--- src/rtl/elevator_pkg.sv ---
// Shared elevator types: controller states, scan direction constants, floor-range helpers.
// No logic of its own; imported by the controller, the request scanner and neighbouring blocks.
// Backpressure: not applicable.
package elevator_pkg;

  typedef enum logic [2:0] {
    ST_IDLE,
    ST_MOVE_UP,
    ST_MOVE_DOWN,
    ST_DOOR_OPEN,
    ST_HALT
  } state_t;

  localparam logic DIR_UP   = 1'b1;
  localparam logic DIR_DOWN = 1'b0;

  function automatic logic at_top(input int floor, input int floors);
    return floor == floors - 1;
  endfunction

  function automatic logic at_bottom(input int floor);
    return floor == 0;
  endfunction

  // Direction to keep after serving a floor: reverse only when nothing lies ahead
  // and something (including the opposite hall call here) waits behind.
  function automatic logic door_dir(input logic dir, input logic above, input logic below,
                                    input logic opp_hall, input logic top, input logic bottom);
    logic beyond;
    logic behind;
    beyond = dir ? above : below;
    behind = dir ? below : above;
    if (top)
      return DIR_DOWN;
    if (bottom)
      return DIR_UP;
    if (!beyond && (behind || opp_hall))
      return ~dir;
    return dir;
  endfunction

endpackage

--- src/rtl/elevator_req_scan.sv ---
// Request scan for one floor: any request above/below, hall calls here, stop decisions.
// Purely combinational, zero latency; no backpressure.
module elevator_req_scan
  import elevator_pkg::*;
#(
  parameter int BUTTONS_WIDTH = 8,
  parameter int FLOOR_WIDTH   = 3
) (
  input  logic [FLOOR_WIDTH-1:0]   floor,
  input  logic [BUTTONS_WIDTH-1:0] in_levels,
  input  logic [BUTTONS_WIDTH-1:0] up_levels,
  input  logic [BUTTONS_WIDTH-1:0] down_levels,
  output logic                     up_here,
  output logic                     down_here,
  output logic                     above,
  output logic                     below,
  output logic                     stop_up,
  output logic                     stop_down
);

  logic [BUTTONS_WIDTH-1:0] req;

  assign req       = in_levels | up_levels | down_levels;
  assign up_here   = up_levels[floor];
  assign down_here = down_levels[floor];

  always_comb begin
    above = 1'b0;
    below = 1'b0;
    for (int i = 0; i < BUTTONS_WIDTH; i++) begin
      if (i > int'(floor)) above = above | req[i];
      if (i < int'(floor)) below = below | req[i];
    end
  end

  // A car heading up only takes a down call here when it is the last thing upward.
  assign stop_up   = in_levels[floor] | up_here | (down_here & ~above);
  assign stop_down = in_levels[floor] | down_here | (up_here & ~below);

endmodule

--- src/rtl/elevator_ctrl.sv ---
// SCAN car motion/door controller: moves floor by floor, opens door, clears served calls.
// Latency: TRAVEL_CYCLES per floor, DOOR_CYCLES dwell; all outputs registered.
// Backpressure: none; emergency_stop halts the car and blocks button entry.
module elevator_ctrl
  import elevator_pkg::*;
#(
  parameter int BUTTONS_WIDTH = 8,
  parameter int FLOOR_WIDTH   = 3,
  parameter int TRAVEL_CYCLES = 16,
  parameter int DOOR_CYCLES   = 32
) (
  input  logic                     clock,
  input  logic                     an_reset,
  input  logic [BUTTONS_WIDTH-1:0] active_in_levels,
  input  logic [BUTTONS_WIDTH-2:0] active_out_up_levels,
  input  logic [BUTTONS_WIDTH-1:1] active_out_down_levels,
  input  logic                     emergency_stop,
  output logic [BUTTONS_WIDTH-1:0] inactivate_in_levels,
  output logic [BUTTONS_WIDTH-2:0] inactivate_out_up_levels,
  output logic [BUTTONS_WIDTH-1:1] inactivate_out_down_levels,
  output logic                     buttons_block,
  output logic [FLOOR_WIDTH-1:0]   current_floor,
  output logic                     dir_up,
  output logic                     motor_up,
  output logic                     motor_down,
  output logic                     door_open
);

  localparam int TMAX = (TRAVEL_CYCLES > DOOR_CYCLES) ? TRAVEL_CYCLES : DOOR_CYCLES;
  localparam int TW   = $clog2(TMAX + 1);
  localparam logic [BUTTONS_WIDTH-1:0] ONE = 1;

  state_t                   state;
  logic [TW-1:0]            timer;
  logic [FLOOR_WIDTH-1:0]   nxt_floor;
  logic [BUTTONS_WIDTH-1:0] up_full, down_full;
  logic cur_up_here, cur_down_here, cur_above, cur_below, cur_stop_up, cur_stop_down;
  logic nxt_up_here, nxt_down_here, nxt_above, nxt_below, nxt_stop_up, nxt_stop_down;
  logic cur_req_here, cur_dir_door, nxt_dir_door, cur_inact_dir, seg_stop, seg_beyond;
  logic [BUTTONS_WIDTH-1:0] cur_hot, nxt_hot;
  logic [BUTTONS_WIDTH-2:0] cur_up_clr, nxt_up_clr;
  logic [BUTTONS_WIDTH-1:1] cur_dn_clr, nxt_dn_clr;

  assign up_full   = {1'b0, active_out_up_levels};
  assign down_full = {active_out_down_levels, 1'b0};

  // Floor the car reaches when the running segment completes; saturates at the ends.
  always_comb begin
    nxt_floor = current_floor;
    if (state == ST_MOVE_DOWN) begin
      if (current_floor != '0) nxt_floor = current_floor - 1'b1;
    end else if (current_floor != FLOOR_WIDTH'(BUTTONS_WIDTH - 1)) begin
      nxt_floor = current_floor + 1'b1;
    end
  end

  elevator_req_scan #(.BUTTONS_WIDTH(BUTTONS_WIDTH), .FLOOR_WIDTH(FLOOR_WIDTH)) u_cur_scan (
    .floor(current_floor), .in_levels(active_in_levels), .up_levels(up_full),
    .down_levels(down_full), .up_here(cur_up_here), .down_here(cur_down_here),
    .above(cur_above), .below(cur_below), .stop_up(cur_stop_up), .stop_down(cur_stop_down)
  );

  elevator_req_scan #(.BUTTONS_WIDTH(BUTTONS_WIDTH), .FLOOR_WIDTH(FLOOR_WIDTH)) u_nxt_scan (
    .floor(nxt_floor), .in_levels(active_in_levels), .up_levels(up_full),
    .down_levels(down_full), .up_here(nxt_up_here), .down_here(nxt_down_here),
    .above(nxt_above), .below(nxt_below), .stop_up(nxt_stop_up), .stop_down(nxt_stop_down)
  );

  // Either stop condition holding means some request sits at this floor.
  assign cur_req_here = cur_stop_up | cur_stop_down;
  assign cur_dir_door = door_dir(dir_up, cur_above, cur_below,
                                 dir_up ? cur_down_here : cur_up_here,
                                 at_top(int'(current_floor), BUTTONS_WIDTH),
                                 at_bottom(int'(current_floor)));
  assign nxt_dir_door = door_dir(dir_up, nxt_above, nxt_below,
                                 dir_up ? nxt_down_here : nxt_up_here,
                                 at_top(int'(nxt_floor), BUTTONS_WIDTH),
                                 at_bottom(int'(nxt_floor)));
  assign cur_inact_dir = (state == ST_DOOR_OPEN) ? dir_up : cur_dir_door;

  assign cur_hot    = ONE << current_floor;
  assign nxt_hot    = ONE << nxt_floor;
  assign cur_up_clr = cur_hot[BUTTONS_WIDTH-2:0] & {(BUTTONS_WIDTH-1){cur_inact_dir | ~cur_below}};
  assign cur_dn_clr = cur_hot[BUTTONS_WIDTH-1:1] & {(BUTTONS_WIDTH-1){~cur_inact_dir | ~cur_above}};
  assign nxt_up_clr = nxt_hot[BUTTONS_WIDTH-2:0] & {(BUTTONS_WIDTH-1){nxt_dir_door | ~nxt_below}};
  assign nxt_dn_clr = nxt_hot[BUTTONS_WIDTH-1:1] & {(BUTTONS_WIDTH-1){~nxt_dir_door | ~nxt_above}};

  assign seg_stop   = (state == ST_MOVE_UP) ? nxt_stop_up : nxt_stop_down;
  assign seg_beyond = (state == ST_MOVE_UP) ? nxt_above : nxt_below;

  always_ff @(posedge clock or negedge an_reset) begin
    if (!an_reset) begin
      state                      <= ST_IDLE;
      timer                      <= '0;
      current_floor              <= '0;
      dir_up                     <= DIR_UP;
      motor_up                   <= 1'b0;
      motor_down                 <= 1'b0;
      door_open                  <= 1'b0;
      buttons_block              <= 1'b0;
      inactivate_in_levels       <= '0;
      inactivate_out_up_levels   <= '0;
      inactivate_out_down_levels <= '0;
    end else if (emergency_stop) begin
      state                      <= ST_HALT;
      timer                      <= '0;
      motor_up                   <= 1'b0;
      motor_down                 <= 1'b0;
      buttons_block              <= 1'b1;
      inactivate_in_levels       <= '0;
      inactivate_out_up_levels   <= '0;
      inactivate_out_down_levels <= '0;
    end else begin
      case (state)
        ST_IDLE: begin
          timer <= '0;
          if (cur_req_here) begin
            state                      <= ST_DOOR_OPEN;
            door_open                  <= 1'b1;
            dir_up                     <= cur_dir_door;
            inactivate_in_levels       <= cur_hot;
            inactivate_out_up_levels   <= cur_up_clr;
            inactivate_out_down_levels <= cur_dn_clr;
          end else if (cur_above && (dir_up || !cur_below)) begin
            state    <= ST_MOVE_UP;
            motor_up <= 1'b1;
            dir_up   <= DIR_UP;
          end else if (cur_below) begin
            state      <= ST_MOVE_DOWN;
            motor_down <= 1'b1;
            dir_up     <= DIR_DOWN;
          end
        end
        ST_MOVE_UP, ST_MOVE_DOWN: begin
          if (timer == TW'(TRAVEL_CYCLES - 1)) begin
            timer         <= '0;
            current_floor <= nxt_floor;
            if (seg_stop) begin
              state                      <= ST_DOOR_OPEN;
              motor_up                   <= 1'b0;
              motor_down                 <= 1'b0;
              door_open                  <= 1'b1;
              dir_up                     <= nxt_dir_door;
              inactivate_in_levels       <= nxt_hot;
              inactivate_out_up_levels   <= nxt_up_clr;
              inactivate_out_down_levels <= nxt_dn_clr;
            end else if (!seg_beyond) begin
              // Requests ahead were withdrawn: park rather than run off the shaft.
              state      <= ST_IDLE;
              motor_up   <= 1'b0;
              motor_down <= 1'b0;
            end
          end else begin
            timer <= timer + 1'b1;
          end
        end
        ST_DOOR_OPEN: begin
          if (timer == TW'(DOOR_CYCLES - 1)) begin
            state                      <= ST_IDLE;
            timer                      <= '0;
            door_open                  <= 1'b0;
            inactivate_in_levels       <= '0;
            inactivate_out_up_levels   <= '0;
            inactivate_out_down_levels <= '0;
          end else begin
            timer                      <= timer + 1'b1;
            inactivate_in_levels       <= cur_hot;
            inactivate_out_up_levels   <= cur_up_clr;
            inactivate_out_down_levels <= cur_dn_clr;
          end
        end
        ST_HALT: begin
          state         <= ST_IDLE;
          buttons_block <= 1'b0;
          door_open     <= 1'b0;
        end
        default: state <= ST_IDLE;
      endcase
    end
  end

endmodule

--- config.mk ---
export PLATFORM = sky130hd
export DESIGN_NAME = elevator_ctrl
export DESIGN_NICKNAME = d
export VERILOG_FILES = /design/src/rtl/elevator_pkg.sv /design/src/rtl/elevator_req_scan.sv /design/src/rtl/elevator_ctrl.sv
export SDC_FILE = /design/constraint.sdc
export NUM_CORES = 1
export LEC_CHECK = 0
export ABC_AREA = 1
export ABC_CLOCK_PERIOD_IN_PS = 4200
export BUFFER_PORTS_ARGS = -buffer_cell sky130_fd_sc_hd__buf_2
export CAP_MARGIN = 20
export CELL_PAD_IN_SITES_DETAIL_PLACEMENT = 0
export CELL_PAD_IN_SITES_GLOBAL_PLACEMENT = 1
export CORE_MARGIN = 2
export CORE_UTILIZATION = 35
export DETAILED_ROUTE_END_ITERATION = 7
export PLACE_DENSITY = 0.84
export RECOVER_POWER = 100
export SYNTH_ARGS = -nofsm -noshare
export SYNTH_HDL_FRONTEND = slang
export SYNTH_HIERARCHICAL = 1
export SYNTH_SLANG_ARGS = --single-unit
--- constraint.sdc ---
create_clock -name clock -period 4.2 [get_ports clock]
set_input_delay 0.21 -clock clock [delete_from_list [all_inputs] [get_ports clock]]
set_output_delay 0.21 -clock clock [all_outputs]
set_load 0.01 [all_outputs]
Yosys cells after proc, flatten, opt, wreduce, memory -nomap -nowiden --
Index checks and enable logic that the tools add are counted.
Cells by class: add/sub/neg operators 3, muxes and demuxes 132, magnitude comparators 30, bitwise logic cells 55, shifts and indexed selects 2, reductions and logical operators 26, eq/ne operators 24
Operators by type and width (number):
- $mux W1 | 88
- $mux W7 | 10
- $pmux W7 S3 | 2
- $mux W8 | 5
- $or A1 B1 Y1 | 37
- $mux W3 | 11
- $and A7 B7 Y7 | 4
- $gt A3 B3 Y1 const A | 8
- $ne A3 B3 Y1 const B | 8
- $pmux W8 S3 | 1
- $bmux W1 S3 | 6
- $lt A3 B3 Y1 const A | 6
- $mux W6 | 3
- $pmux W6 S3 | 1
- $shl A1 B3 Y8 const A | 2
- $gt A2 B3 Y1 const A | 4
- $lt A1 B3 Y1 const A | 4
- $lt A2 B3 Y1 const A | 4
- $reduce_and A6 Y1 | 2
- $reduce_and A5 Y1 | 2
- $eq A3 B1 Y1 const B | 3
- $logic_not A3 Y1 | 3
- $pmux W3 S3 | 1
- $lt A3 B4 Y1 const B | 2
- other kinds (28) | 55
Word-level totals: bits in registers 39, input port bits 25, logic and storage cells 283

Depth between registers and ports, before layout --
Gate-level depths: netlist of the first run.
word-level depth 33, gate-level depth with buffers 28

Modules after synthesis --
Netlist of the first run, hierarchy kept.
By module, submodules not included:
- elevator_ctrl | instances 1, area each 2676.3 µm², cells an instance 399
- elevator_req_scan | instances 2, area each 525.5 µm², cells an instance 128

Worst setup path before layout of the first run --
No wires, ideal clock.
path type reg2reg, start reg current_floor[0], end reg inactivate_out_down_levels[1] (netlist name), path slack 1.229 ns, period minus slack after synthesis 2.971 ns, stages on the path, launching flop included 23, arrival time 2.854 ns, data required time 4.083 ns, path through dfrtp_1 inv_1 ha_1 nand2_2 nand2_1 nand3_1 nand2_2 buf_2 nand2_1 inv_1 nand2_1 nand2_1 o21ai_0 nand2_1 or2_2 nand2_1 inv_1 nand2_1 nand3_2 nand2_1 nand2_1 nand2_1 nand2_1
On the way: longest elaborated chain between the ends 33, elaborated cells between the ends (all ways) 173, classes of those cells add/sub: 2; order compare: 28; eq/ne: 5; shift: 2; mux: 79; bitwise: 47; reduce/logical: 10
RTL lines:
- from (decl) | line elevator_ctrl.sv:22 | output logic [FLOOR_WIDTH-1:0] current_floor,
- from (signal assigned) | line elevator_ctrl.sv:137 | current_floor <= nxt_floor;
- $add A3 B1 Y3 (tied with other cells) | line elevator_ctrl.sv:53 | nxt_floor = current_floor + 1'b1;
- $mux W3 (on tied branches) | line elevator_ctrl.sv:52, elevator_ctrl.sv:51
- $mux W3 * | line elevator_ctrl.sv:50 | if (state == ST_MOVE_DOWN) begin
- named net nxt_floor[1] | line elevator_ctrl.sv:35 | logic [FLOOR_WIDTH-1:0] nxt_floor;
- $lt A1 B3 Y1 | line elevator_req_scan.sv:32 | if (i < int'(floor)) below = below | req[i];
- $mux W1 | line elevator_req_scan.sv:32
- $or A1 B1 Y1 | line elevator_req_scan.sv:32
- $mux W1 | line elevator_req_scan.sv:32
- [10 not listed]
- named net nxt_below | line elevator_ctrl.sv:38 | logic nxt_up_here, nxt_down_here, nxt_above, nxt_below, nxt_stop_up, nxt_stop_down;
- [8 not listed]
- $mux W1 | line elevator_pkg.sv:35 | if (bottom)
- $not A1 Y1 | line elevator_ctrl.sv:86 | assign nxt_dn_clr = nxt_hot[BUTTONS_WIDTH-1:1] & {(BUTTONS_WIDTH-1){~nxt_dir_door | ~nxt_above}};
- $or A1 B1 Y1 | line elevator_ctrl.sv:86
- $and A7 B7 Y7 | line elevator_ctrl.sv:86
- $mux W7 | line elevator_ctrl.sv:138 | if (seg_stop) begin
- $mux W7 | line elevator_ctrl.sv:135 | if (timer == TW'(TRAVEL_CYCLES - 1)) begin
- $pmux W7 S3 | line elevator_ctrl.sv:114 | case (state)
- $mux W7 | line elevator_ctrl.sv:104 | end else if (emergency_stop) begin
- to (signal assigned) | line elevator_ctrl.sv:123 | inactivate_out_down_levels <= cur_dn_clr;
- to (signal assigned) | line elevator_ctrl.sv:146 | inactivate_out_down_levels <= nxt_dn_clr;
- to (signal assigned) | line elevator_ctrl.sv:169 | inactivate_out_down_levels <= cur_dn_clr;
- to (decl) | line elevator_ctrl.sv:20 | output logic [BUTTONS_WIDTH-1:1] inactivate_out_down_levels,
The timed path passes the listed nets; every way through them passes the cells marked *. The select of a mux whose other input is x is not followed. A chain may end at the register's enable or synchronous reset.

Final worst setup path of the first run --
start reg current_floor[2], end reg inactivate_out_down_levels[6] (netlist name)
On the way: longest elaborated chain between the ends 33, elaborated cells between the ends (all ways) 173, classes of those cells add/sub: 2; order compare: 28; eq/ne: 5; shift: 2; mux: 79; bitwise: 47; reduce/logical: 10
RTL lines (line):
- $ne A3 B3 Y1 / $reduce_bool A3 Y1 (equally long branches) | elevator_ctrl.sv:52, elevator_ctrl.sv:51
- $mux W3 (on tied branches) | elevator_ctrl.sv:52, elevator_ctrl.sv:51
- $mux W3 * | elevator_ctrl.sv:50
- named net nxt_floor[1] | elevator_ctrl.sv:35
- $lt A1 B3 Y1 | elevator_req_scan.sv:32
- $mux W1 | elevator_req_scan.sv:32
- $or A1 B1 Y1 | elevator_req_scan.sv:32
- $mux W1 | elevator_req_scan.sv:32
- [10 not listed]
- named net nxt_below | elevator_ctrl.sv:38
- [8 not listed]
- $mux W1 | elevator_pkg.sv:35
- $not A1 Y1 | elevator_ctrl.sv:86
- $or A1 B1 Y1 | elevator_ctrl.sv:86
- $and A7 B7 Y7 | elevator_ctrl.sv:86
- $mux W7 | elevator_ctrl.sv:138
- $mux W7 | elevator_ctrl.sv:135
- $pmux W7 S3 | elevator_ctrl.sv:114
- $mux W7 | elevator_ctrl.sv:104
Marked as above.

==> results of run 1 <==
## worst reg2reg max path, stage by stage, from the launching register on
cell and delay [ns]:
sky130_fd_sc_hd__dfrtp_1 0.79, sky130_fd_sc_hd__inv_2 0.17, sky130_fd_sc_hd__nand2_2 0.17, sky130_fd_sc_hd__nand2_1 0.06, sky130_fd_sc_hd__nand3_1 0.09, sky130_fd_sc_hd__nand2_2 0.21, sky130_fd_sc_hd__inv_1 0.27, sky130_fd_sc_hd__nand2_1 0.16
sky130_fd_sc_hd__nand2_1 0.10, sky130_fd_sc_hd__nand2_1 0.05, sky130_fd_sc_hd__o21ai_0 0.28, sky130_fd_sc_hd__nand2_1 0.19, sky130_fd_sc_hd__or2_2 0.32, sky130_fd_sc_hd__nand2_1 0.09, sky130_fd_sc_hd__nand2_1 0.06, sky130_fd_sc_hd__nand2_1 0.09
sky130_fd_sc_hd__nand3_2 0.17, sky130_fd_sc_hd__nand2_1 0.12, sky130_fd_sc_hd__nand2_1 0.05, sky130_fd_sc_hd__nand2_1 0.06, sky130_fd_sc_hd__nand2_1 0.04
## layer usage
layer,vias to the layer above,part of all wire
met5,-,0
met2,124,0.47
met3,25,0.048
li1,2133,-
met4,0,0.023
met1,1849,0.46
## area by class of cell
cell class                 instances  area (um2)
clock buffer                       6       72.57
sequential                        39       977.2
inverter                          90       337.8
timing repair buffer              56       249.0
multi-input combinational        516        2312
clock inverter                     2       12.51
fill                            1149        6192
tap                              136       170.2
## registers in the layout (all words and copies together) (netlist names)
register and cells:
inactivate_in_levels 8, inactivate_out_down_levels 7, inactivate_out_up_levels 7, timer 6
current_floor 3, state 3, buttons_block 1, dir_up 1
door_open 1, motor_down 1, motor_up 1
## metrics by stage
stage	hold slack [ns]	total power, mW	setup slack (ns)
after CTS	0.05336	1.737	0.5801
final	0.2718	1.702	0.5477
after floorplan	-0.08559	1.219	1.229
after global routing	0.2666	1.874	0.09456
after detailed placement	0.3770	1.479	0.6046
after global placement	0.3650	1.463	0.6696
## worst max path at each step
stage | end | slack, ns | depth (start not counted)
6_report | inactivate_out_down_levels[6] | 0.55 | 20
5_1_grt | inactivate_out_down_levels[7] | 0.09 | 22
4_1_cts | inactivate_out_down_levels[2] | 0.58 | 20
3_5_place_dp | inactivate_out_down_levels[4] | 0.60 | 20
3_3_place_gp | inactivate_out_down_levels[2] | 0.67 | 22
2_1_floorplan | inactivate_out_down_levels[1] | 1.23 | 22
## cell families (layout without fill, tap and decap cells)
| group | Yosys count | count (layout) | synth area share |
|---|---|---|---|
| flip-flops | 39 | 39 | 0.2622 |
| AO/OA/AOI/OAI | 70 | 70 | 0.1041 |
| AND/OR/NAND/NOR | 431 | 431 | 0.4891 |
| adder cells (fa/ha/maj) | 6 | 6 | 0.02014 |
| XOR/XNOR | 3 | 3 | 0.007051 |
| buffers and inverters | 105 | 154 | 0.1165 |
| other | 1 | 6 | 0.001006 |
## cells in the final DEF (no fill, tap or decap), drive strengths merged
cell,synthesis,layout
nand4,5,5
clkbuf,3,35
clkinvlp,0,1
nand3,54,54
or2,2,2
o21ai,48,48
o21a,2,2
a21oi,12,12
o211ai,2,2
conb,1,6
dfrtp,38,38
xor2,3,3
o2111ai,1,1
a32o,1,1
inv,90,90
nor3,11,11
buf,12,27
nand2,313,313
clkinv,0,1
nand3b,1,1
o22ai,1,1
a31oi,3,3
dfstp,1,1
nor2,45,45
ha,6,6
## power groups by stage
stage / clock [mW] / combinational (mW) / sequential, mW
final: 0.255 / 0.927 / 0.520
after global routing: 0.277 / 1.07 / 0.529
after CTS: 0.263 / 0.954 / 0.520
after detailed placement: 0 / 0.952 / 0.527
after global placement: 0 / 0.941 / 0.523
after floorplan: 0 / 0.673 / 0.546
==> impl_results.md, run 1 <==
- Result of the run: finished, violations left
- Violations in the final reports: capacitance limit, slew limit
- Post-CTS Hold Fix Bufs: 0
- Clock network fraction of design power: 0.150
- Top cell type by total area after synthesis: sky130_fd_sc_hd__nand2_1
- Global-route congestion overflow total: 0
- Family of cells with the greatest summed delay on the critical path: simple AND/OR/NAND/NOR gates
- Share of Yosys cell area claimed by the top area cell type: 0.3021
- Post-CTS resize count: 0
- Clk_lat worst skew: 0.30 ns
- Worst reg-to-reg path cell count: 20
- Number of distinct library cells after synthesis: 33
- Critical register-to-register path startpoint: current_floor[2]
- Buffers plus inverters on the worst setup path: 2
- Number of antenna cells inserted: 0
- Cell chosen for the clock root: sky130_fd_sc_hd__clkbuf_8
- Routed len/inst: 12.81 um
- Portion of total power attributed to sequential cells: 0.306
- Post-Route WL: 10820 um
- Core occupancy in the finished layout: 0.4002
- Ports placed on the boundary: 55
- Met1 layer usage reported by global route: 0.2541
- Comb power frac: 0.545
- Achievable Freq: 0.2738 GHz
- Most used cell along the critical path: sky130_fd_sc_hd__nand2_1
- Busiest grt layer: met2
- Syn Inst Count: 655
- Fin crit period: 3.652 ns
- Design internal power: 0.8431 mW
- Number of I/O port buffers: 54
- Reported max-cap violation count: 1
- Estimated wirelength of the detail-placed design: 8675 um
- CP Launch Type: flop
- P&R area growth vs syn: 10.84%
- End of the worst register-to-register path: inactivate_out_down_levels[6]
- RD Place Congestion: 0.9024
- Synth top area cells: sky130_fd_sc_hd__nand2_1 30%, sky130_fd_sc_hd__dfrtp_1 26%, sky130_fd_sc_hd__inv_1 7.8%
- Setup CP Type: reg -> reg
- End of the worst hold path: state[2]
- Path category of the worst min-delay check: in -> reg
- Maximum number of pins on one net before global-route repair: 40
- Netlist area before placement: 3727 um2
- Number of clock sinks: 39
- Drc violations: 0
- Share of synthesized flip-flops with an asynchronous set or reset: 1.000
- CTS buffer count: 5
- CTS tree: yes
- Finished Cell Area: 4131 um2
- Cell with the most instances after synthesis: sky130_fd_sc_hd__nand2_1
- Iteration count of the initial detailed-routing pass: 5
- Total number of vias: 4131
- Post-DR vias/cell: 4.889
- Leakage component of the power: 2.394 nW
- Drt first-iter violations: 241
- Share of final-layout standard cells stronger than drive strength 1: 0.09873
- Top cells by instance count after synthesis: 300 x sky130_fd_sc_hd__nand2_1, 77 x sky130_fd_sc_hd__inv_1, 49 x sky130_fd_sc_hd__nand3_1
- Switching Share: 0.5046
- Overall die area: 11490 um2
- Area inside the core boundary: 10320 um2
- Max-slew violations: 40
- Final count of negative-setup-slack endpoints: 0
- Dpl cells: 837
- Pwr Density: 412.0 nW/um2
- Vias in the first global route: 3928
- Die width: 107.2 um
- Count of warnings emitted by yosys: 6
- CTS H-Tree Depth: 2
- Initial Util: 0.3610
- Global-route usage over all layers: 0.1967
- Number of buffers added for setup after CTS: 0
- Antenna violations before repair: 0
- Die height: 107.2 um
- Setup_tns: 0 ns
- Final worst clock skew: 0.01111 ns
- Register-to-register setup slack: 0.55 ns
- Endpoint kind of the worst setup timing path: flop
- Required time reported for the critical path endpoint: 4.38 ns
- Antenna-violating nets left: 0
- Sequential element share of the synthesized area: 0.2622
- Number of flops mapped to enable cells by yosys: 0
- Clock tree buffer depth: 2
- Final hold violation count: 0
- Max stage delay on crit path: 0.79 ns
- Share of the clock period used by the worst path: 0.8696
- Placed standard-cell area: 4105 um2
- Slowest-stage cell, CP: sky130_fd_sc_hd__dfrtp_1
- Least-Margin Pin Slew: 2.092 ns
- Global-route wire length before repair: 18350 um
- Worst slew margin relative to its limit: -0.3948
- Non-Filler Instances: 845
- # rows: 37
- Met2 Resource Use GR: 0.3350
- Top_reg_cell synth: sky130_fd_sc_hd__dfrtp_1
- Source of the critical timing path: current_floor[2]
- Min-delay src: emergency_stop
- Number of synthesized register bits: 39
- Maximum net fanout on the critical path: 23
- Setup repair after global routing missed its margin: no
- Total number of nets in the final design: 739
- Data arrival time at the worst-slack endpoint: 3.84 ns
- NetSw: 0.8589 mW
- Clock transition at the registers of the reported paths: 0.08 ns
- Worst hold stages: 1
- Crit-path cells: inv_2 > nand2_2 > nand2_1 > nand3_1 > nand2_2 > inv_1 > nand2_1 > nand2_1 > nand2_1 > o21ai_0 > nand2_1 > or2_2 > nand2_1 > nand2_1 > nand2_1 > nand3_2 > nand2_1 > nand2_1 > nand2_1 > nand2_1
- Global routing usage on met3: 0.02371
- Worst vdd ir: 0.0001280 V
- Average cell area after synthesis: 5.691 um2
(Power assumes the default switching activity.)
==> run 2, diff against run 1 <==
Settings changed: ABC_CLOCK_PERIOD_IN_PS 4200 to 3000, CTS_BUF_LIST set to sky130_fd_sc_hd__clkbuf_8, PLACE_DENSITY 0.84 to 0.87.
Clock period 4.2 ns to 3 ns, I/O delays scaled along.
==> run 2 against run 1 <==
The run still ends with capacitance limit, slew limit left. Largest cell class unchanged. Sequential power rose by 39%. Utilization rose by 3.2 points. Register-to-register slack got worse by 0.32 ns. Cell count rose by 2.5%.
==> impl_results.md, run 2 (synthesis gave the netlist of run 1 again) <==
- Post-Route WL: 10720 um (was 10820 um)
- Design internal power: 1.293 mW (was 0.8431 mW)
- Final count of negative-setup-slack endpoints: 0 (unchanged)
- Core occupancy in the finished layout: 0.4326 (was 0.4002)
- Final hold violation count: 0 (unchanged)
- Largest registers: inactivate_in_levels: 8 flops, inactivate_out_down_levels: 7 flops, inactivate_out_up_levels: 7 flops (unchanged)
- RD Place Congestion: 0.8826 (was 0.9024)
- Comb power frac: 0.576 (was 0.545)
- Setup_tns: 0 ns (unchanged)
- Total of fill cells in the finished design: 1124 (was 1149)
- Achievable Freq: 0.3611 GHz (was 0.2738 GHz)
- Clock tree buffer depth: 2 (unchanged)
- Drt first-iter violations: 247 (was 241)
- CP Launch Type: flop (unchanged)
- Die height: 107.2 um (unchanged)
- # rows: 37 (unchanged)
- Critical register-to-register path startpoint: state[2] (was current_floor[2])
- Final worst clock skew: 0.01045 ns (was 0.01111 ns)
- Switching Share: 0.4939 (was 0.5046)
- Worst slew margin relative to its limit: -0.3872 (was -0.3948)
- Pwr Density: 572.2 nW/um2 (was 412.0 nW/um2)
- Clock network fraction of design power: 0.141 (was 0.150)
- Fin crit period: 2.769 ns (was 3.652 ns)
- Overall die area: 11490 um2 (unchanged)
- Global-route wire length before repair: 17890 um (was 18350 um)
- Pre-CTS WS: 0.01595 ns (was 0.6046 ns)
- Clk_lat worst skew: 0.30 ns (about the same)
- CTS buffer count: 5 (unchanged)
- Share of final-layout standard cells stronger than drive strength 1: 0.1644 (was 0.09873)
- Required time reported for the critical path endpoint: 3.23 ns (was 4.38 ns)
- Reported max-cap violation count: 1 (unchanged)
- Vias in the first global route: 3863 (was 3928)
- Maximum number of pins on one net before global-route repair: 40 (unchanged)
- Estimated wirelength of the detail-placed design: 8501 um (was 8675 um)
- Source of the critical timing path: state[2] (was current_floor[2])
- Initial Util: 0.3610 (unchanged)
- Share of the clock period used by the worst path: 0.9231 (was 0.8696)
- NetSw: 1.262 mW (was 0.8589 mW)
- Antenna-violating nets left: 0 (unchanged)
- Die width: 107.2 um (unchanged)
- Most common cell after layout, fill and taps aside: sky130_fd_sc_hd__nand2_1 (unchanged)
- Clock transition at the registers of the reported paths: 0.08 ns (about the same)
- Total number of nets in the final design: 760 (was 739)
- Global-route congestion overflow total: 0 (unchanged)
- Path category of the worst min-delay check: in -> reg (unchanged)
- Post-DR vias/cell: 4.823 (was 4.889)
- Drc violations: 0 (unchanged)
- Worst vdd ir: 0.0001866 V (was 0.0001280 V)
- Cell chosen for the clock root: sky130_fd_sc_hd__clkbuf_8 (unchanged)
- Leakage component of the power: 2.526 nW (was 2.394 nW)
- Maximum net fanout on the critical path: 22 (was 23)
- Antenna violations before repair: 0 (unchanged)
- Number of antenna cells inserted: 0 (unchanged)
- Dpl cells: 849 (was 837)
- Setup CP Type: reg -> reg (unchanged)
- Total number of vias: 4177 (was 4131)
- CTS tree: yes (unchanged)
- Portion of total power attributed to sequential cells: 0.283 (was 0.306)
- Endpoint kind of the worst setup timing path: flop (unchanged)
- Number of clock sinks: 39 (unchanged)
- Area inside the core boundary: 10320 um2 (unchanged)
- Least-Margin Pin Slew: 2.081 ns (was 2.092 ns)
- CTS H-Tree Depth: 2 (unchanged)
- Min-delay src: emergency_stop (unchanged)
- Global-route usage over all layers: 0.1908 (was 0.1967)
- Routed len/inst: 12.38 um (was 12.81 um)
- Ports placed on the boundary: 55 (unchanged)
- Result of the run: finished, violations left (unchanged)
- Reg with most FFs: inactivate_in_levels (unchanged)
- Top library cells by usage in the layout, fill and taps aside: 293 x sky130_fd_sc_hd__nand2_1, 75 x sky130_fd_sc_hd__inv_1, 49 x sky130_fd_sc_hd__nand3_1 (was 301 x sky130_fd_sc_hd__nand2_1, 78 x sky130_fd_sc_hd__inv_1, 49 x sky130_fd_sc_hd__nand3_1)
- Max-slew violations: 40 (unchanged)
- Non-Filler Instances: 866 (was 845)
- Data arrival time at the worst-slack endpoint: 3.00 ns (was 3.84 ns)
- Max FFs per register: 8 (unchanged)
- Number of I/O port buffers: 54 (unchanged)
- P&R area growth vs syn: 19.81% (was 10.84%)
- Violations in the final reports: capacitance limit, slew limit (unchanged)
- Setup WS post-layout: 0.2307 ns (was 0.5477 ns)
- Iteration count of the initial detailed-routing pass: 5 (unchanged)
run 2: changes by cell type in the layout (fill, tap and decap cells not counted), moves of 4 or more:
| cell | previous run | this run |
|---|---|---|
| sky130_fd_sc_hd__buf_4 | 2 | 20 |
| sky130_fd_sc_hd__nand2_1 | 301 | 293 |
| sky130_fd_sc_hd__nand2_2 | 12 | 17 |
| sky130_fd_sc_hd__nor2_1 | 43 | 39 |
| sky130_fd_sc_hd__nor3_1 | 8 | 4 |
| sky130_fd_sc_hd__o21ai_0 | 45 | 34 |
| sky130_fd_sc_hd__o21ai_1 | 3 | 10 |
| sky130_fd_sc_hd__o21ai_2 | 0 | 4 |
run 2: power by group through the flow:
stage          Combinational, mW  Clock [mW]  Sequential (mW)
6_report                    1.47       0.361            0.722
5_1_grt                     1.68       0.397            0.737
4_1_cts                     1.35       0.372            0.720
3_5_place_dp                1.35           0            0.730
3_3_place_gp                1.33           0            0.726
2_1_floorplan              0.942           0            0.765
run 2: cell type report:
| class | count | area, um2 | share of cell area |
|---|---|---|---|
| multi-input cells | 516 | 2445 | 0.5475 |
| flip-flops and latches | 39 | 979.7 | 0.2194 |
| repair buffers | 76 | 420.4 | 0.09414 |
| inverters | 90 | 360.3 | 0.08070 |
| well taps | 136 | 170.2 | 0.03811 |
| clock buffers | 5 | 68.82 | 0.01541 |
| clock inverters | 3 | 16.27 | 0.003642 |
| repair inverters | 1 | 5.005 | 0.001121 |
run 2: worst max-delay path, stage by stage, from the launching register on:
cell	delay (ns)
sky130_fd_sc_hd__dfrtp_1	0.43
sky130_fd_sc_hd__inv_2	0.16
sky130_fd_sc_hd__nand2_2	0.10
sky130_fd_sc_hd__nor2_2	0.14
sky130_fd_sc_hd__nand3_1	0.11
sky130_fd_sc_hd__nand2_2	0.14
sky130_fd_sc_hd__clkinvlp_4	0.17
sky130_fd_sc_hd__buf_4	0.17
sky130_fd_sc_hd__nand3_1	0.07
sky130_fd_sc_hd__nand2_1	0.05
sky130_fd_sc_hd__nand2_1	0.06
sky130_fd_sc_hd__nand2_2	0.07
sky130_fd_sc_hd__nor2_1	0.10
sky130_fd_sc_hd__nand2_1	0.06
sky130_fd_sc_hd__inv_1	0.05
sky130_fd_sc_hd__nand2_1	0.05
sky130_fd_sc_hd__o21ai_2	0.08
sky130_fd_sc_hd__nand2_2	0.11
sky130_fd_sc_hd__nor2_4	0.11
sky130_fd_sc_hd__nor2_1	0.06
sky130_fd_sc_hd__bufinv_8	0.25
sky130_fd_sc_hd__nand2_1	0.08
sky130_fd_sc_hd__o21ai_1	0.07
run 2: stage by stage:
stage,hold slack [ns],power (mW),area (um2)
4_1_cts,0.004380,2.444,4280
3_3_place_gp,0.3134,2.058,4195
6_report,0.2367,2.555,4466
3_5_place_dp,0.3278,2.078,4195
2_1_floorplan,-0.1456,1.706,3746
5_1_grt,0.2474,2.813,4466
run 2: worst paths after layout:
path                            slack (ns)                          end  cells after the start
min in group asynchronous             0.44             current_floor[2]                      1
max in group asynchronous             1.24             current_floor[0]                      1
worst max register to register        0.23      inactivate_in_levels[0]                     22
worst min register to register        0.49  inactivate_out_up_levels[4]                      2
worst max-delay path                  0.23      inactivate_in_levels[0]                     22
worst min-delay path                  0.24                     state[2]                      1
run 2: routing by layer:
metal	vias to the layer above	global-route usage	routed length [um]
li1	2178	-	-
met1	1879	0.2568	4991
met2	104	0.3196	4998
met3	16	0.02006	488
met4	0	0.06122	241
met5	-	0	0
run 2: timing repair:
action	CTS	global route
resized for setup	0	47
hold buffers	0	0
setup endpoints to repair	0	28
buffers inserted	0	8
==> run 3, diff against run 2 <==
Settings changed: ABC_AREA 1 to unset, PLACE_DENSITY 0.87 to 0.81.
==> run 3 against run 2 <==
The run ends with capacitance limit, slew limit, setup timing left. Worst hold slack worse by 0.096 ns. Via count fell by 7.5%. Cell count fell by 24%. Area after synthesis shrank 3.9%. Sequential cell count did not move. Combinational power down 51%. Worst setup slack got worse by 0.72 ns. Clock-buffer cell count unchanged. Die area shrank 3.8%. Clock power rose by 27%.
==> impl_results.md, run 3 <==
- Maximum net fanout on the critical path: 5 (was 22)
- Top library cells by usage in the layout, fill and taps aside: 50 x sky130_fd_sc_hd__buf_4, 37 x sky130_fd_sc_hd__nand2_1, 36 x sky130_fd_sc_hd__dfrtp_1 (was 293 x sky130_fd_sc_hd__nand2_1, 75 x sky130_fd_sc_hd__inv_1, 49 x sky130_fd_sc_hd__nand3_1)
- Setup_tns: -12.45 ns (was 0 ns)
- Finished Cell Area: 4768 um2 (was 4466 um2)
- Share of Yosys cell area claimed by the top area cell type: 0.2655 (was 0.3021)
- Max stage delay on crit path: 0.51 ns (was 0.43 ns)
- Initial Util: 0.3630 (was 0.3610)
- Reported max-cap violation count: 1 (unchanged)
- Routed wire length on met2: 5292 um (was 4998 um)
- Number of flops mapped to enable cells by yosys: 0 (unchanged)
- # rows: 36 (was 37)
- Global-route wire length before repair: 18670 um (was 17890 um)
- Clock tree buffer depth: 2 (unchanged)
- RD Place Congestion: 0.9223 (was 0.8826)
- Max-slew violations: 40 (unchanged)
- Crit-path cells: or3b_4 > mux2i_4 > xnor2_4 > buf_6 > mux4_2 > mux2i_2 > o211ai_1 > nor3b_2 > o21ai_4 > a31oi_4 > buf_6 > buf_6 > a32o_1 (was inv_2 > nand2_2 > nor2_2 > nand3_1 > nand2_2 > clkinvlp_4 > buf_4 > nand3_1 > nand2_1 > nand2_1 > nand2_2 > nor2_1 > nand2_1 > inv_1 > nand2_1 > o21ai_2 > nand2_2 > nor2_4 > nor2_1 > bufinv_8 > nand2_1 > o21ai_1)
- Total number of vias: 3862 (was 4177)
- Worst vdd ir: 0.0002284 V (was 0.0001866 V)
- Ports placed on the boundary: 55 (unchanged)
- Estimated wirelength of the detail-placed design: 8268 um (was 8501 um)
- Global-route congestion overflow total: 0 (unchanged)
- Final hold slack: 0.1409 ns (was 0.2367 ns)
- Clock transition at the registers of the reported paths: 0.09 ns (was 0.08 ns)
- Average cell area after synthesis: 8.734 um2 (was 5.691 um2)
- Post-DR vias/cell: 5.905 (was 4.823)
- Largest registers: inactivate_in_levels: 8 flops, inactivate_out_down_levels: 7 flops, inactivate_out_up_levels: 7 flops (unchanged)
- Family of cells with the greatest summed delay on the critical path: multiplexers (was simple AND/OR/NAND/NOR gates)
- Die width: 105.2 um (was 107.2 um)
- Setup CP Type: reg -> reg (unchanged)
- Top cell type by total area after synthesis: sky130_fd_sc_hd__dfrtp_1 (was sky130_fd_sc_hd__nand2_1)
- Final count of negative-setup-slack endpoints: 28 (was 0)
- Required time reported for the critical path endpoint: 3.24 ns (was 3.23 ns)
- CTS tree: yes (unchanged)
- Metal3 WL: 669 um (was 488 um)
- Most common cell after layout, fill and taps aside: sky130_fd_sc_hd__buf_4 (was sky130_fd_sc_hd__nand2_1)
- Top cells by instance count after synthesis: 40 x sky130_fd_sc_hd__nand2_1, 38 x sky130_fd_sc_hd__dfrtp_1, 26 x sky130_fd_sc_hd__nor2_1, 26 x sky130_fd_sc_hd__o21ai_0, 24 x sky130_fd_sc_hd__a21oi_1 (was 300 x sky130_fd_sc_hd__nand2_1, 77 x sky130_fd_sc_hd__inv_1, 49 x sky130_fd_sc_hd__nand3_1)
- Final hold violation count: 0 (unchanged)
- Reg with most FFs: inactivate_in_levels (unchanged)
- Top_reg_cell synth: sky130_fd_sc_hd__dfrtp_1 (unchanged)
- Total of fill cells in the finished design: 931 (was 1124)
- Global-route usage over all layers: 0.2043 (was 0.1908)
- Final worst clock skew: 0.007931 ns (was 0.01045 ns)
- Iteration count of the initial detailed-routing pass: 5 (unchanged)
- Number of antenna cells inserted: 0 (unchanged)
- Data arrival time at the worst-slack endpoint: 3.73 ns (was 3.00 ns)
- Violations in the final reports: capacitance limit, slew limit, setup timing (was capacitance limit, slew limit)
- Drt first-iter violations: 238 (was 247)
- Core occupancy in the finished layout: 0.4834 (was 0.4326)
- Worst slew margin relative to its limit: -0.4318 (was -0.3872)
- Area inside the core boundary: 9864 um2 (was 10320 um2)
- Post-Route WL: 11380 um (was 10720 um)
- Number of distinct library cells after synthesis: 69 (was 33)
- Drc violations: 0 (unchanged)
- Routed len/inst: 17.39 um (was 12.38 um)
- Setup WS post-layout: -0.4942 ns (was 0.2307 ns)
- Clk_lat worst skew: 0.30 ns (about the same)
- Syn Inst Count: 410 (was 655)
- Endpoint kind of the worst setup timing path: flop (unchanged)
- Maximum number of pins on one net before global-route repair: 40 (unchanged)
- Antenna violations before repair: 0 (unchanged)
- Fin crit period: 3.494 ns (was 2.769 ns)
- Path category of the worst min-delay check: in -> reg (unchanged)
- Routed met1 length: 5251 um (was 4991 um)
- Share of the clock period used by the worst path: 1.165 (was 0.9231)
- Netlist area before placement: 3581 um2 (was 3727 um2)
- Share of final-layout standard cells stronger than drive strength 1: 0.3033 (was 0.1644)
- Cell with the most instances after synthesis: sky130_fd_sc_hd__nand2_1 (unchanged)
- Area taken by flip-flops and latches: 979.7 um2 (unchanged)
- Vias in the first global route: 3648 (was 3863)
- Total number of nets in the final design: 551 (was 760)
- Max FFs per register: 8 (unchanged)
- Result of the run: finished, violations left (unchanged)
- Pre-CTS WS: -0.7040 ns (was 0.01595 ns)
- Slowest-stage cell, CP: sky130_fd_sc_hd__mux4_2 (was sky130_fd_sc_hd__dfrtp_1)
- CTS buffer count: 5 (unchanged)
- Share of synthesized flip-flops with an asynchronous set or reset: 1.000 (unchanged)
- Synth top area cells: sky130_fd_sc_hd__dfrtp_1 27%, sky130_fd_sc_hd__mux4_1 5.9%, sky130_fd_sc_hd__nand2_1 4.2% (was sky130_fd_sc_hd__nand2_1 30%, sky130_fd_sc_hd__dfrtp_1 26%, sky130_fd_sc_hd__inv_1 7.8%)
- Placed standard-cell area: 4358 um2 (was 4195 um2)
- Buffers plus inverters on the worst setup path: 3 (was 5)
- P&R area growth vs syn: 33.16% (was 19.81%)
- Count of warnings emitted by yosys: 6 (unchanged)
- Most used cell along the critical path: sky130_fd_sc_hd__buf_6 (was sky130_fd_sc_hd__nand2_1)
- Sequential element share of the synthesized area: 0.2729 (was 0.2622)
- Total chip power: 1.777 mW (was 2.555 mW)
- Overall die area: 11060 um2 (was 11490 um2)
- Leakage component of the power: 1.973 nW (was 2.526 nW)
- Non-Filler Instances: 654 (was 866)
- Achievable Freq: 0.2862 GHz (was 0.3611 GHz)
- Number of synthesized register bits: 39 (unchanged)
- Pwr Density: 372.6 nW/um2 (was 572.2 nW/um2)
- Total area of multi-input combinational cells: 2646 um2 (was 2445 um2)
- Number of I/O port buffers: 54 (unchanged)
- Number of clock sinks: 39 (unchanged)
- CP Launch Type: flop (unchanged)
- Dpl cells: 630 (was 849)
- Post-CTS Hold Fix Bufs: 0 (unchanged)
- Least-Margin Pin Slew: 2.148 ns (was 2.081 ns)
- Die height: 105.2 um (was 107.2 um)
- Setup repair after global routing missed its margin: yes
- Cell chosen for the clock root: sky130_fd_sc_hd__clkbuf_8 (unchanged)
- Antenna-violating nets left: 0 (unchanged)
- Topmost layer with routed signal wires: met4 (unchanged)
- CTS H-Tree Depth: 2 (unchanged)
-- run 3: logic make-up after synthesis --
logic type	share of synthesized area
compound gates	0.3033
simple gates	0.1915
buf+inv	0.05765
flops	0.2729
mux	0.1398
fa+ha+maj	0.02411
xor+xnor	0.009785
other cells	0.001047
-- run 3: area by class of cell --
| cell class | instances | share of cell area |
|---|---|---|
| clock inverters | 3 | 0.009184 |
| multi-input cells | 335 | 0.5550 |
| flip-flops and latches | 39 | 0.2055 |
| clock buffers | 5 | 0.01443 |
| repair buffers | 119 | 0.1622 |
| inverters | 20 | 0.01889 |
| well taps | 133 | 0.03490 |
-- run 3: repair_timing --
action,in CTS,in global routing
setup endpoints to repair,28,28
pin swaps,19,7
resized for setup,42,12
gates cloned,2,0
setup buffers,13,2
hold endpoints to repair,0,0
-- run 3: worst reg2reg max path, cell delays in order (launching register included) --
cell and delay [ns]:
sky130_fd_sc_hd__dfrtp_1 0.39, sky130_fd_sc_hd__or3b_4 0.43, sky130_fd_sc_hd__mux2i_4 0.23, sky130_fd_sc_hd__xnor2_4 0.27, sky130_fd_sc_hd__buf_6 0.15, sky130_fd_sc_hd__mux4_2 0.51
sky130_fd_sc_hd__mux2i_2 0.19, sky130_fd_sc_hd__o211ai_1 0.17, sky130_fd_sc_hd__nor3b_2 0.28, sky130_fd_sc_hd__o21ai_4 0.13, sky130_fd_sc_hd__a31oi_4 0.29, sky130_fd_sc_hd__buf_6 0.16
sky130_fd_sc_hd__buf_6 0.12, sky130_fd_sc_hd__a32o_1 0.12
-- run 3: worst paths after layout --
| kind | endpoint | start | cells past startpoint | slack, ns |
|---|---|---|---|---|
| setup / recovery | inactivate_out_down_levels[2] | state[0] | 13 | -0.49 |
| hold reg to reg | inactivate_out_down_levels[6] | inactivate_out_down_levels[6] | 2 | 0.49 |
| max in group asynchronous | current_floor[0] | an_reset | 1 | 1.14 |
| setup reg to reg | inactivate_out_down_levels[2] | state[0] | 13 | -0.49 |
| min in group asynchronous | timer[3] | an_reset | 1 | 0.47 |
| hold / removal | state[2] | emergency_stop | 1 | 0.14 |
-- run 3: where the power goes --
group	leakage [nW]	switching, mW	internal, mW
logic	1.40	0.404	0.317
registers	0.515	0.0386	0.558
clock network	0.0581	0.211	0.248
total	1.97	0.653	1.12
-- run 3: metal layers --
layer / vias to the layer above / global-route usage
met5: - / 0
met4: 0 / 0.04857
met3: 16 / 0.02308
met2: 154 / 0.3344
met1: 1881 / 0.2880
li1: 1811 / -
